**config.mk**
```make
export PLATFORM = sky130hd
export DESIGN_NAME = ex_div_unit
export DESIGN_NICKNAME = d
export VERILOG_FILES = /design/src/rtl/ex_div_unit.sv
export SDC_FILE = /design/constraint.sdc
export NUM_CORES = 1
export LEC_CHECK = 0
export BUFFER_PORTS_ARGS = -buffer_cell sky130_fd_sc_hd__buf_2
export CAP_MARGIN = 20
export CORE_ASPECT_RATIO = 1.4
export CORE_MARGIN = 2
export CORE_UTILIZATION = 62
export CTS_BUF_LIST = sky130_fd_sc_hd__clkbuf_4 sky130_fd_sc_hd__clkbuf_8
export CTS_CLUSTER_DIAMETER = 120
export DETAILED_ROUTE_END_ITERATION = 7
export GPL_ROUTABILITY_DRIVEN = 0
export PLACE_DENSITY = 0.84
export SYNTH_ARGS = -nofsm -noshare
export SYNTH_HDL_FRONTEND = slang
export SYNTH_SLANG_ARGS = --single-unit
```
**constraint.sdc**
```tcl
create_clock -name clk_i -period 6.5 [get_ports clk_i]
set_input_delay 0 -clock clk_i [delete_from_list [all_inputs] [get_ports clk_i]]
set_output_delay 0 -clock clk_i [all_outputs]
set_load 0.02 [all_outputs]
```
**src/rtl/ex_div_unit.sv**
```systemverilog
// Iterative 32-bit radix-2 shift-subtract divider for DIV/DIVU; returns {remainder, quotient}.
// Latency: 32 edges from accept to ready_o (divide by zero: DONE on the accept edge itself).
// Backpressure: result is held in DONE while start_i stays high; annul_i aborts from any state.
//
// Ports:
//   clk_i, rst_i         clock (rising edge), asynchronous active-high reset
//   start_i, signed_i    request (held until ready_o) and DIV(1)/DIVU(0) select
//   annul_i              pipeline flush, returns to IDLE, wins over start_i
//   dividend_i/divisor_i rs / rt operands, sampled only on the accept edge
//   busy_o, ready_o      registered status: iterating / result valid
//   result_o             [63:32] remainder (HI), [31:0] quotient (LO)

module ex_div_unit (
    input  logic        clk_i,
    input  logic        rst_i,
    input  logic        start_i,
    input  logic        signed_i,
    input  logic        annul_i,
    input  logic [31:0] dividend_i,
    input  logic [31:0] divisor_i,
    output logic        busy_o,
    output logic        ready_o,
    output logic [63:0] result_o
);

    typedef enum logic [1:0] {
        IDLE = 2'd0,
        BUSY = 2'd1,
        DONE = 2'd2
    } state_t;

    state_t      state;
    logic [4:0]  step_cnt;
    // dvd_q starts as |dividend| and shifts left each step; the freed LSBs
    // collect quotient bits, so after 32 steps it holds the whole quotient.
    logic [31:0] dvd_q;
    logic [31:0] dvs_q;
    logic [31:0] rem_q;
    logic        quo_neg_q;
    logic        rem_neg_q;

    logic [31:0] dividend_abs;
    logic [31:0] divisor_abs;
    logic [32:0] rem_shift;
    logic        q_bit;
    logic [31:0] rem_diff;
    logic [31:0] rem_next;
    logic [31:0] quo_next;
    logic [31:0] quo_final;
    logic [31:0] rem_final;

    always_comb begin
        dividend_abs = dividend_i;
        divisor_abs  = divisor_i;
        if (signed_i && dividend_i[31]) begin
            dividend_abs = ~dividend_i + 32'd1;
        end
        if (signed_i && divisor_i[31]) begin
            divisor_abs = ~divisor_i + 32'd1;
        end
    end

    // One restoring step. The compare is 33 bits wide because the shifted
    // partial remainder can exceed 32 bits. The difference only needs the low
    // 32 bits: when it is taken it is below the divisor, so bit 32 is zero.
    always_comb begin
        rem_shift = {rem_q, dvd_q[31]};
        q_bit     = (rem_shift >= {1'b0, dvs_q});
        rem_diff  = rem_shift[31:0] - dvs_q;
        rem_next  = q_bit ? rem_diff : rem_shift[31:0];
        quo_next  = {dvd_q[30:0], q_bit};
        quo_final = quo_neg_q ? (~quo_next + 32'd1) : quo_next;
        rem_final = rem_neg_q ? (~rem_next + 32'd1) : rem_next;
    end

    always_ff @(posedge clk_i or posedge rst_i) begin
        if (rst_i) begin
            state     <= IDLE;
            step_cnt  <= 5'd0;
            dvd_q     <= 32'h0;
            dvs_q     <= 32'h0;
            rem_q     <= 32'h0;
            quo_neg_q <= 1'b0;
            rem_neg_q <= 1'b0;
            busy_o    <= 1'b0;
            ready_o   <= 1'b0;
            result_o  <= 64'h0;
        end else if (annul_i) begin
            // Flush: drop the operation but keep the last result visible.
            state    <= IDLE;
            step_cnt <= 5'd0;
            busy_o   <= 1'b0;
            ready_o  <= 1'b0;
        end else begin
            case (state)
                IDLE: begin
                    if (start_i) begin
                        if (divisor_i == 32'h0) begin
                            // Architecturally undefined; report zero at once.
                            state    <= DONE;
                            ready_o  <= 1'b1;
                            result_o <= 64'h0;
                        end else begin
                            state     <= BUSY;
                            busy_o    <= 1'b1;
                            step_cnt  <= 5'd0;
                            dvd_q     <= dividend_abs;
                            dvs_q     <= divisor_abs;
                            rem_q     <= 32'h0;
                            quo_neg_q <= signed_i & (dividend_i[31] ^ divisor_i[31]);
                            rem_neg_q <= signed_i & dividend_i[31];
                        end
                    end
                end
                BUSY: begin
                    rem_q    <= rem_next;
                    dvd_q    <= quo_next;
                    step_cnt <= step_cnt + 5'd1;
                    if (step_cnt == 5'd31) begin
                        state    <= DONE;
                        busy_o   <= 1'b0;
                        ready_o  <= 1'b1;
                        result_o <= {rem_final, quo_final};
                    end
                end
                DONE: begin
                    // The ALU may still hold start during its stall-release
                    // cycle; only a low start ends the handshake.
                    if (!start_i) begin
                        state   <= IDLE;
                        ready_o <= 1'b0;
                    end
                end
                default: begin
                    state    <= IDLE;
                    step_cnt <= 5'd0;
                    busy_o   <= 1'b0;
                    ready_o  <= 1'b0;
                end
            endcase
        end
    end

endmodule

```
**Word level (Yosys, flattened, before mapping)**

Cells that the tools add are included.

- Register bits after elaboration: 171
- Input bits: 69
- Output and inout bits: 66
- Word-level logic and storage cells: 87

- Add/sub/neg operators: 6
- $lt $le $gt $ge: 1
- Equal/unequal tests: 13
- Multiplexer cells: 36
- Bitwise operators: 9
- Reductions and logical operators: 12

Operator list:

| cell | number |
|---|---|
| $mux W32 | 9 |
| $mux W64 | 3 |
| $add A32 B1 Y32 const B | 4 |
| $not A32 Y32 | 4 |
| $pmux W32 S2 | 2 |
| $pmux W64 S2 | 1 |
| $ge A33 B32 Y1 | 1 |
| $logic_not A32 Y1 | 1 |
| $sub A32 B32 Y32 | 1 |
| $reduce_and A4 Y1 | 4 |
| $mux W5 | 3 |
| $ne A3 B3 Y1 const B | 5 |
| $pmux W5 S3 | 1 |
| $mux W2 | 5 |
| $ne A2 B2 Y1 const B | 5 |
| $mux W1 | 9 |
| $pmux W1 S3 | 2 |
| $pmux W2 S3 | 1 |
| $reduce_and A3 Y1 | 2 |
| $add A5 B1 Y5 const B | 1 |
| $eq A5 B5 Y1 const B | 1 |
| $reduce_and A5 Y1 | 1 |
| $and A1 B1 Y1 | 2 |
| $eq A2 B1 Y1 const B | 1 |
| 6 further kinds | 8 |

**Depth between registers and ports, before layout**

Gate-level depths: netlist of the first run.

- Depth after elaboration: 7
- Mapped depth: 21

**Worst setup path after synthesis of the first run**

Ideal clock, no wire load.

- Kind: flip-flop to flip-flop
- Start: reg rem_q[1]
- End: reg result_o[28]
- Setup time: 0.133 ns
- Arrival time: 4.661 ns
- Slack: 1.706 ns
- Cell stages (with the launch flop): 19
- Path buffers: 3
- Clock period less this slack: 4.794 ns
- Path through: dfrtp_1 ha_1 o211a_1 a21boi_0 o21ai_0 a31o_2 nand2_2 inv_1 clkbuf_8 clkbuf_1 buf_1 ha_1 or3b_2 or3_1 nand2b_1 nand2b_1 o31ai_1 xor2_1 o21ai_0

- Longest elaborated chain between the ends: 6

RTL lines:

| element | line | text |
|---|---|---|
| start: declaration | 38 | `logic [31:0] rem_q;` |
| start signal: assignment | 116 | `rem_q <= rem_next;` |
| $ge A33 B32 Y1 | 68 | `q_bit = (rem_shift >= {1'b0, dvs_q});` |
| $not A32 Y32 | 72 | `quo_final = quo_neg_q ? (~quo_next + 32'd1) : quo_next;` |
| $add A32 B1 Y32 | 72 |  |
| $mux W32 | 72 |  |
| $mux W64 | 119 | `if (step_cnt == 5'd31) begin` |
| $pmux W64 S2 | 95 | `case (state)` |
| end signal: assignment | 123 | `result_o <= {rem_final, quo_final};` |
| end: declaration | 23 | `output logic [63:0] result_o` |

No other way between the ends. The select of a mux whose other input is x is not followed.
A chain may end at the register's enable or synchronous reset.

**Final worst setup path of the first run**

- Start: reg rem_q[2]
- End: reg result_o[56]

- Longest elaborated chain between the ends: 7
- Elaborated cells between the ends (all ways): 8
- Those cells by class: 2 x add/sub; 1 x order compare; 4 x mux; 1 x bitwise

RTL lines:

| element | line | text |
|---|---|---|
| $sub A32 B32 Y32 / $ge A33 B32 Y1 (equally long branches) | 69, 68 |  |
| $mux W32 * | 70 | `rem_next = q_bit ? rem_diff : rem_shift[31:0];` |
| $not A32 Y32 | 73 | `rem_final = rem_neg_q ? (~rem_next + 32'd1) : rem_next;` |
| $add A32 B1 Y32 | 73 |  |
| $mux W32 * | 73 |  |
| $mux W64 * | 119 |  |
| $pmux W64 S2 * | 95 |  |

Mark *: on every way between the ends. The rest lies on a longest branch, timed or not. The select of a mux whose other input is x is not followed.

==> flow_summary.json, run 1 <==
{
  "ys.flop_type": "dfrtp_1",
  "dr.pass1.iters": 6,
  "p_leak_nw": 6.17,
  "worst_setup_path_end_kind": "flip-flop",
  "die_w_um": 122,
  "fin_crit_ns": 4.97,
  "rsz0062_at_grt": "no",
  "clock-sinks": 171,
  "synthCells": 1498,
  "grt_pass1_wl_mm": 59.0,
  "powerDensity_nw_per_um2": 210,
  "yosysMostFrequentCell": "nand2_1",
  "grt_overflow": 0,
  "insertion_delay_ns": 0.48,
  "status": "complete, no violations",
  "num_io_pins": 135,
  "ff_latch_area_um2": 4280,
  "slew_headroom_pct": 28.7,
  "ys_async_sr_fraction_pct": 100,
  "slowest_stage": "a21boi_0",
  "critPathLaunchType": "flip-flop",
  "synth_area_per_cell_um2": 8.10,
  "grt_usage_pct": 36.4,
  "synth_edf_count": 0,
  "drt-total-wl_mm": 36.1,
  "placementRows": 60,
  "postRouteAntennaNets": 0,
  "holdWs_ns": 0.00744,
  "synth_top_area_share_pct": 35.3,
  "numCtsBuffers": 17,
  "worstSetupPathType": "reg -> reg",
  "setup_violations": 0,
  "antenna_found_initial": 0,
  "clk_pin_slew_ns": 0.10,
  "nets": 1741,
  "dieArea_um2": 20700,
  "synth_seq_area_share_pct": 35.3,
  "area_growth_pct": 13.7,
  "synth.yosys.warnings": 0,
  "synth_nets": 1606,
  "cts-root-buf": "clkbuf_8",
  "ys_top_cells_by_area": "dfrtp_1 35%, o21ai_0 8.5%, nand2_1 7.8%",
  "dpl_cell_area_um2": 12800,
  "reg2reg_slack_ns": 1.53,
  "synth-seq-cells": 171,
  "crit_top_cell": "ha_1",
  "ir_drop_v": 0.000121,
  "grt_pass1_vias": 11800,
  "cts_tree": "done",
  "slowest_delay_ns": 0.48,
  "cp.required_ns": 6.83,
  "grt_start_max_net_pins": 97,
  "crit_family": "compound AO/OA/AOI/OAI gates",
  "path_max_fanout": 12,
  "final_hold_viol_count": 0,
  "htree_levels": 4,
  "synth_largest_area_cell": "dfrtp_1",
  "fin_cells": 1894,
  "antenna_cells": 0,
  "wl_per_cell_um": 19.1,
  "multi_input_area_um2": 7220,
  "fin_crit_sh_pct": 76.5,
  "max-cap-violations": 0,
  "routed-via-count": 12000,
  "fin_util_pct": 71.8,
  "power_mw": 2.90,
  "fillers": 1536,
  "tns_ns": 0,
  "drt_iter0_drc": 1019,
  "path_buf_inv": 0,
  "die_height_um": 170,
  "viasPerCell": 6.32,
  "setup_ws_ns": 1.53,
  "core_area_um2": 19200,
  "cp.arrival_ns": 5.31,
  "hpwl_mm": 25.2,
  "drive_above_1_share_pct": 13.7,
  "min_path_type": "in -> reg",
  "drc": 0,
  "clockBufferDepth": 2,
  "start_util_pct": 63.1,
  "post-place-ws_ns": 1.70,
  "fmax_mhz": 201,
  "worstMarginPinSlew_ns": 1.07,
  "synth_commonest_cells": "253 x nand2_1, 205 x o21ai_0, 171 x dfrtp_1",
  "io_buffers": 134,
  "syn_area_um2": 12100,
  "crit_chain": "ha_1 -> o211a_1 -> a21boi_0 -> o21ai_0 -> a31o_2 -> nand2_2 -> mux2i_1 -> ha_1 -> nand2_1 -> a2111oi_0 -> a31oi_1 -> nor3_1 -> nor2b_1 -> o31ai_1 -> xor2_1 -> o21ai_1",
  "clock_skew_ns": 0.0167,
  "slew_violations": 0,
  "dpl.cell_count": 1802,
  "synth_cell_types": 91,
  "fin_area_um2": 13800
}
## final cells by class
cell class	count	area share, %
sequential	171	31.0
inverter	54	1.51
multi-input combinational	1187	52.4
timing repair buffer	202	9.84
clock buffer	17	1.70
tap	248	2.25
clock inverter	15	1.32
## repair_timing
action | 4_1_cts | 5_1_grt
hold endpoints to repair | 152 | 0
gates resized for setup | 0 | 0
hold buffers | 59 | 0
buffers inserted | 0 | 0
## power breakdown
group	switching [mW]	leakage, nW	total, mW	internal, mW
sequential	0.0948	2.26	1.24	1.14
clock	0.438	0.206	0.794	0.356
combinational	0.543	3.69	0.863	0.320
total	1.08	6.17	2.90	1.82
## worst register-to-register path, cell delays in order, from the launching register on
cell and delay [ns]:
dfrtp_1 0.46, ha_1 0.47, o211a_1 0.22, a21boi_0 0.48, o21ai_0 0.28, a31o_2 0.35, nand2_2 0.29, mux2i_1 0.32
ha_1 0.27, nand2_1 0.07, a2111oi_0 0.37, a31oi_1 0.26, nor3_1 0.33, nor2b_1 0.13, o31ai_1 0.29, xor2_1 0.17
o21ai_1 0.07
## state kept, by name, summed over array words and instances (netlist names), 2 cells and up
signal    flops
dvd_q        32
dvs_q        32
step_cnt      5
state         2
result_o     64
rem_q        32
## cells in the final DEF (no fill, tap or decap), types with 8 or more instances in the layout
cell type      instances
nor2_1                86
a211oi_1               8
a21oi_1              107
a21o_1                 8
o21ai_0              205
o21a_1                10
or3_1                 21
nand2b_1              15
dfrtp_1              171
mux2i_1               16
o41ai_1               14
nand3_1               22
xnor2_1               59
nand2_1              252
inv_1                 53
clkbuf_8              17
nand4_1               13
buf_2                134
o21ai_1               18
dlygate4sd3_1         59
ha_1                  38
a31oi_1               11
xor2_1                69
nor4_1                11
nor3_1                27
or4_1                 10
o31ai_1               37
## path summary, 6_finish.rpt
path | from | end | cells past startpoint
worst max-delay path | rem_q[2] | result_o[56] | 16
worst min-delay path | dividend_i[7] | dvd_q[7] | 5
worst max register to register | rem_q[2] | result_o[56] | 16
worst min register to register | result_o[27] | result_o[27] | 2
max in group asynchronous | rst_i | dvs_q[14] | 4
min in group asynchronous | rst_i | dvd_q[23] | 3
## per-layer routing
metal	vias up	GRT usage (%)	routed length, um
met4	0	25.2	2920
met5	-	0	0
met1	5623	40.9	12900
met3	186	5.81	2190
met2	563	62.4	18200
li1	5597	-	-
## cell families after synthesis
| family | after synthesis | synth area share [%] |
|---|---|---|
| adder cells (fa/ha/maj) | 39 | 4.08 |
| AND/OR/NAND/NOR | 517 | 20.0 |
| buffers and inverters | 140 | 5.35 |
| multiplexers | 20 | 1.69 |
| flip-flops | 171 | 35.3 |
| AO/OA/AOI/OAI | 483 | 24.4 |
| XOR/XNOR | 128 | 9.24 |
(Power assumes the default switching activity.)
==> run 2, diff against run 1 <==
Settings changed: ABC_AREA set to 1, CORE_UTILIZATION 62 to 56, PLACE_DENSITY 0.84 to 0.79.
Clock period 6.5 ns to 4.3 ns, I/O delays scaled along.
==> run 2 against run 1 <==
Area after synthesis increased by 9.2%. Design area rose by 10%. Worst hold slack improved by 0.0049 ns. Critical path depth is 8 higher. Register-to-register slack worse by 1.2 ns. Critical path type unchanged. Critical endpoint is now result_o[28]. Highest routed layer unchanged.
==> flow_summary.json, run 2 <==
{
  "fin_crit_ns": 3.99,
  "r2r_cells": 24,
  "tns_ns": 0,
  "drt-total-wl_mm": 44.0,
  "grt_overflow": 0,
  "synth-seq-cells": 171,
  "ys.flop_type": "dfrtp_1",
  "clockPowerShare_pct": 9.7,
  "status": "complete, no violations",
  "cp.required_ns": 4.73,
  "fin_crit_sh_pct": 92.7,
  "min_path_type": "in -> reg",
  "grt_usage_pct": 36.0,
  "worst_setup_path_end_kind": "flip-flop",
  "fmax_mhz": 251,
  "yosysMostFrequentCell": "nand2_1",
  "drc": 0,
  "grt_start_max_net_pins": 172,
  "r2r_end": "result_o[28]",
  "synth_cell_types": 49,
  "hold_end": "dvs_q[28]",
  "ir_drop_v": 0.000565,
  "final_common_cell": "nand2_1",
  "setup_violations": 0,
  "largest_reg_flops": 64,
  "multi_input_area_um2": 7520,
  "dieArea_um2": 24900,
  "ys_top_cells_by_area": "dfrtp_1 32%, nand2_1 19%, inv_1 8.6%",
  "syn_area_um2": 13300,
  "synth_seq_area_share_pct": 32.3,
  "slowest_stage": "dfrtp_1",
  "crit_chain": "inv_1 -> ha_1 -> inv_1 -> nor2_1 -> nand2_1 -> inv_1 -> a21oi_1 -> nand3_2 -> a21oi_2 -> ha_1 -> nand3_1 -> nor2_1 -> nand2_1 -> nor3_1 -> nand2_1 -> nor2_1 -> nand2_1 -> nor3_2 -> nand2_1 -> o21ai_2 -> nand2_1 -> a21oi_1 -> o21ai_0 -> nand2_1",
  "start_util_pct": 57.1,
  "clock-sinks": 171,
  "synth_nets": 2185,
  "cp.arrival_ns": 4.42,
  "powerDensity_nw_per_um2": 892,
  "drt_iter0_drc": 1228,
  "area_growth_pct": 14.9,
  "grt_pass1_vias": 13900,
  "grt_pass1_wl_mm": 69.9,
  "clock_skew_ns": 0.0141,
  "synthCells": 2077,
  "synth_top_area_share_pct": 32.3,
  "core_area_um2": 23200,
  "reg2reg_slack_ns": 0.31,
  "synth.yosys.warnings": 0,
  "die_height_um": 186,
  "worstSetupPathType": "reg -> reg",
  "numCtsBuffers": 17,
  "whs_path_depth": 4,
  "cts-root-buf": "clkbuf_8",
  "synth_commonest_cells": "682 x nand2_1, 304 x inv_1, 181 x nor2_1",
  "io_buffers": 134,
  "switching_share_pct": 57.9,
  "routed-via-count": 14400,
  "path_max_fanout": 4,
  "max_flop_register": "result_o",
  "htree_levels": 4,
  "crit_top_cell": "nand2_1",
  "placementRows": 66,
  "fillers": 2079,
  "final_hold_viol_count": 0,
  "final_cell_mix": "682 x nand2_1, 302 x inv_1, 180 x nor2_1",
  "hp-start": "divisor_i[28]",
  "cts_tree": "done",
  "viasPerCell": 5.62,
  "power_switching_mw": 7.86,
  "fin_util_pct": 65.6,
  "fin_area_um2": 15200,
  "hpwl_mm": 32.2,
  "antenna_found_initial": 0,
  "nets": 2351,
  "critPathLaunchType": "flip-flop",
  "clk_pin_slew_ns": 0.09,
  "clockBufferDepth": 2,
  "intPower_mw": 5.72,
  "synth_area_per_cell_um2": 6.38,
  "wl_per_cell_um": 17.2,
  "ys_async_sr_fraction_pct": 100,
  "p_comb_share_pct": 70.2,
  "p_leak_nw": 8.23,
  "synth_edf_count": 0,
  "worstMarginPinSlew_ns": 0.989,
  "slew_violations": 0,
  "slowest_delay_ns": 0.37,
  "postRouteAntennaNets": 0,
  "num_io_pins": 135,
  "worstReg2RegStart": "dvs_q[31]",
  "slew_headroom_pct": 34.1,
  "synth_largest_area_cell": "dfrtp_1",
  "dpl_cell_area_um2": 14200,
  "drive_above_1_share_pct": 11.3,
  "dr.pass1.iters": 6,
  "insertion_delay_ns": 0.49,
  "ff_latch_area_um2": 4280,
  "power_frac_seq_pct": 20.2,
  "max-cap-violations": 0,
  "die_w_um": 134,
  "power_mw": 13.6
}
## run 2: through the flow
step	std cells	hold WS, ns	setup slack [ns]
after floorplan	2077	0.160	0.604
after global placement	2473	0.308	0.354
after detailed placement	2473	0.308	0.300
after CTS	2560	0.000806	0.250
after global routing	2562	0.0293	-0.00629
final	2563	0.0123	0.313
## run 2: kinds of logic after synthesis
| family | Yosys count | share of synthesized area [%] |
|---|---|---|
| AOI/OAI and AO/OA | 293 | 12.3 |
| xor gates and xnor gates | 63 | 4.16 |
| adders and majority gates | 39 | 3.74 |
| buffers and inverters | 373 | 11.0 |
| DFF | 171 | 32.3 |
| and+or+nand+nor | 1138 | 36.5 |
## run 2: power groups by stage
stage | registers [mW] | clock network, mW | logic [mW]
after floorplan | 2.94 | 0 | 6.50
after global placement | 2.73 | 0 | 9.03
after detailed placement | 2.75 | 0 | 9.15
after CTS | 2.72 | 1.32 | 9.25
after global routing | 2.81 | 1.39 | 10.5
final | 2.74 | 1.31 | 9.53
## run 2: worst max-delay path by stage
stage,startpoint,to,slack [ns],depth (start not counted)
floorplan,rem_q[6],result_o[30],0.60,25
global placement,dvs_q[26],result_o[28],0.35,23
finish,dvs_q[31],result_o[28],0.31,24
detailed placement,dvs_q[26],result_o[28],0.30,24
CTS,dvs_q[26],result_o[28],0.25,24
global route,rem_q[7],result_o[28],-0.006,25
## run 2: what timing repair did
action	CTS	global route
endpoints found under the hold margin	222	0
gates resized for setup	0	2
hold buffers	55	0
setup endpoints to repair	0	3
buffers inserted	0	0
## run 2: layout make-up
type | count | share of cell area, %
Multi-Input combinational cell | 1533 | 49.4
Antenna cell | 1 | 0.0164
Timing Repair Buffer | 208 | 9.22
Sequential cell | 171 | 28.1
Clock buffer | 19 | 1.72
Clock inverter | 13 | 1.24
Inverter | 312 | 7.74
Tap cell | 306 | 2.52
## run 2: critical path: cells and delay by family (launching register included)
family | cells | cell delay, ns
AOI/OAI and AO/OA | 5 | 0.89
DFF | 1 | 0.37
and+or+nand+nor | 14 | 1.84
buffers and inverters | 3 | 0.29
adders and majority gates | 2 | 0.54
## run 2: routing by layer
metal	vias to the layer above	GRT usage, %	share of wire [%]
met4	0	24.2	7.5
met3	198	6.89	7.6
met1	6642	40.2	36
met5	-	0	0
met2	662	62.5	48
li1	6912	-	-
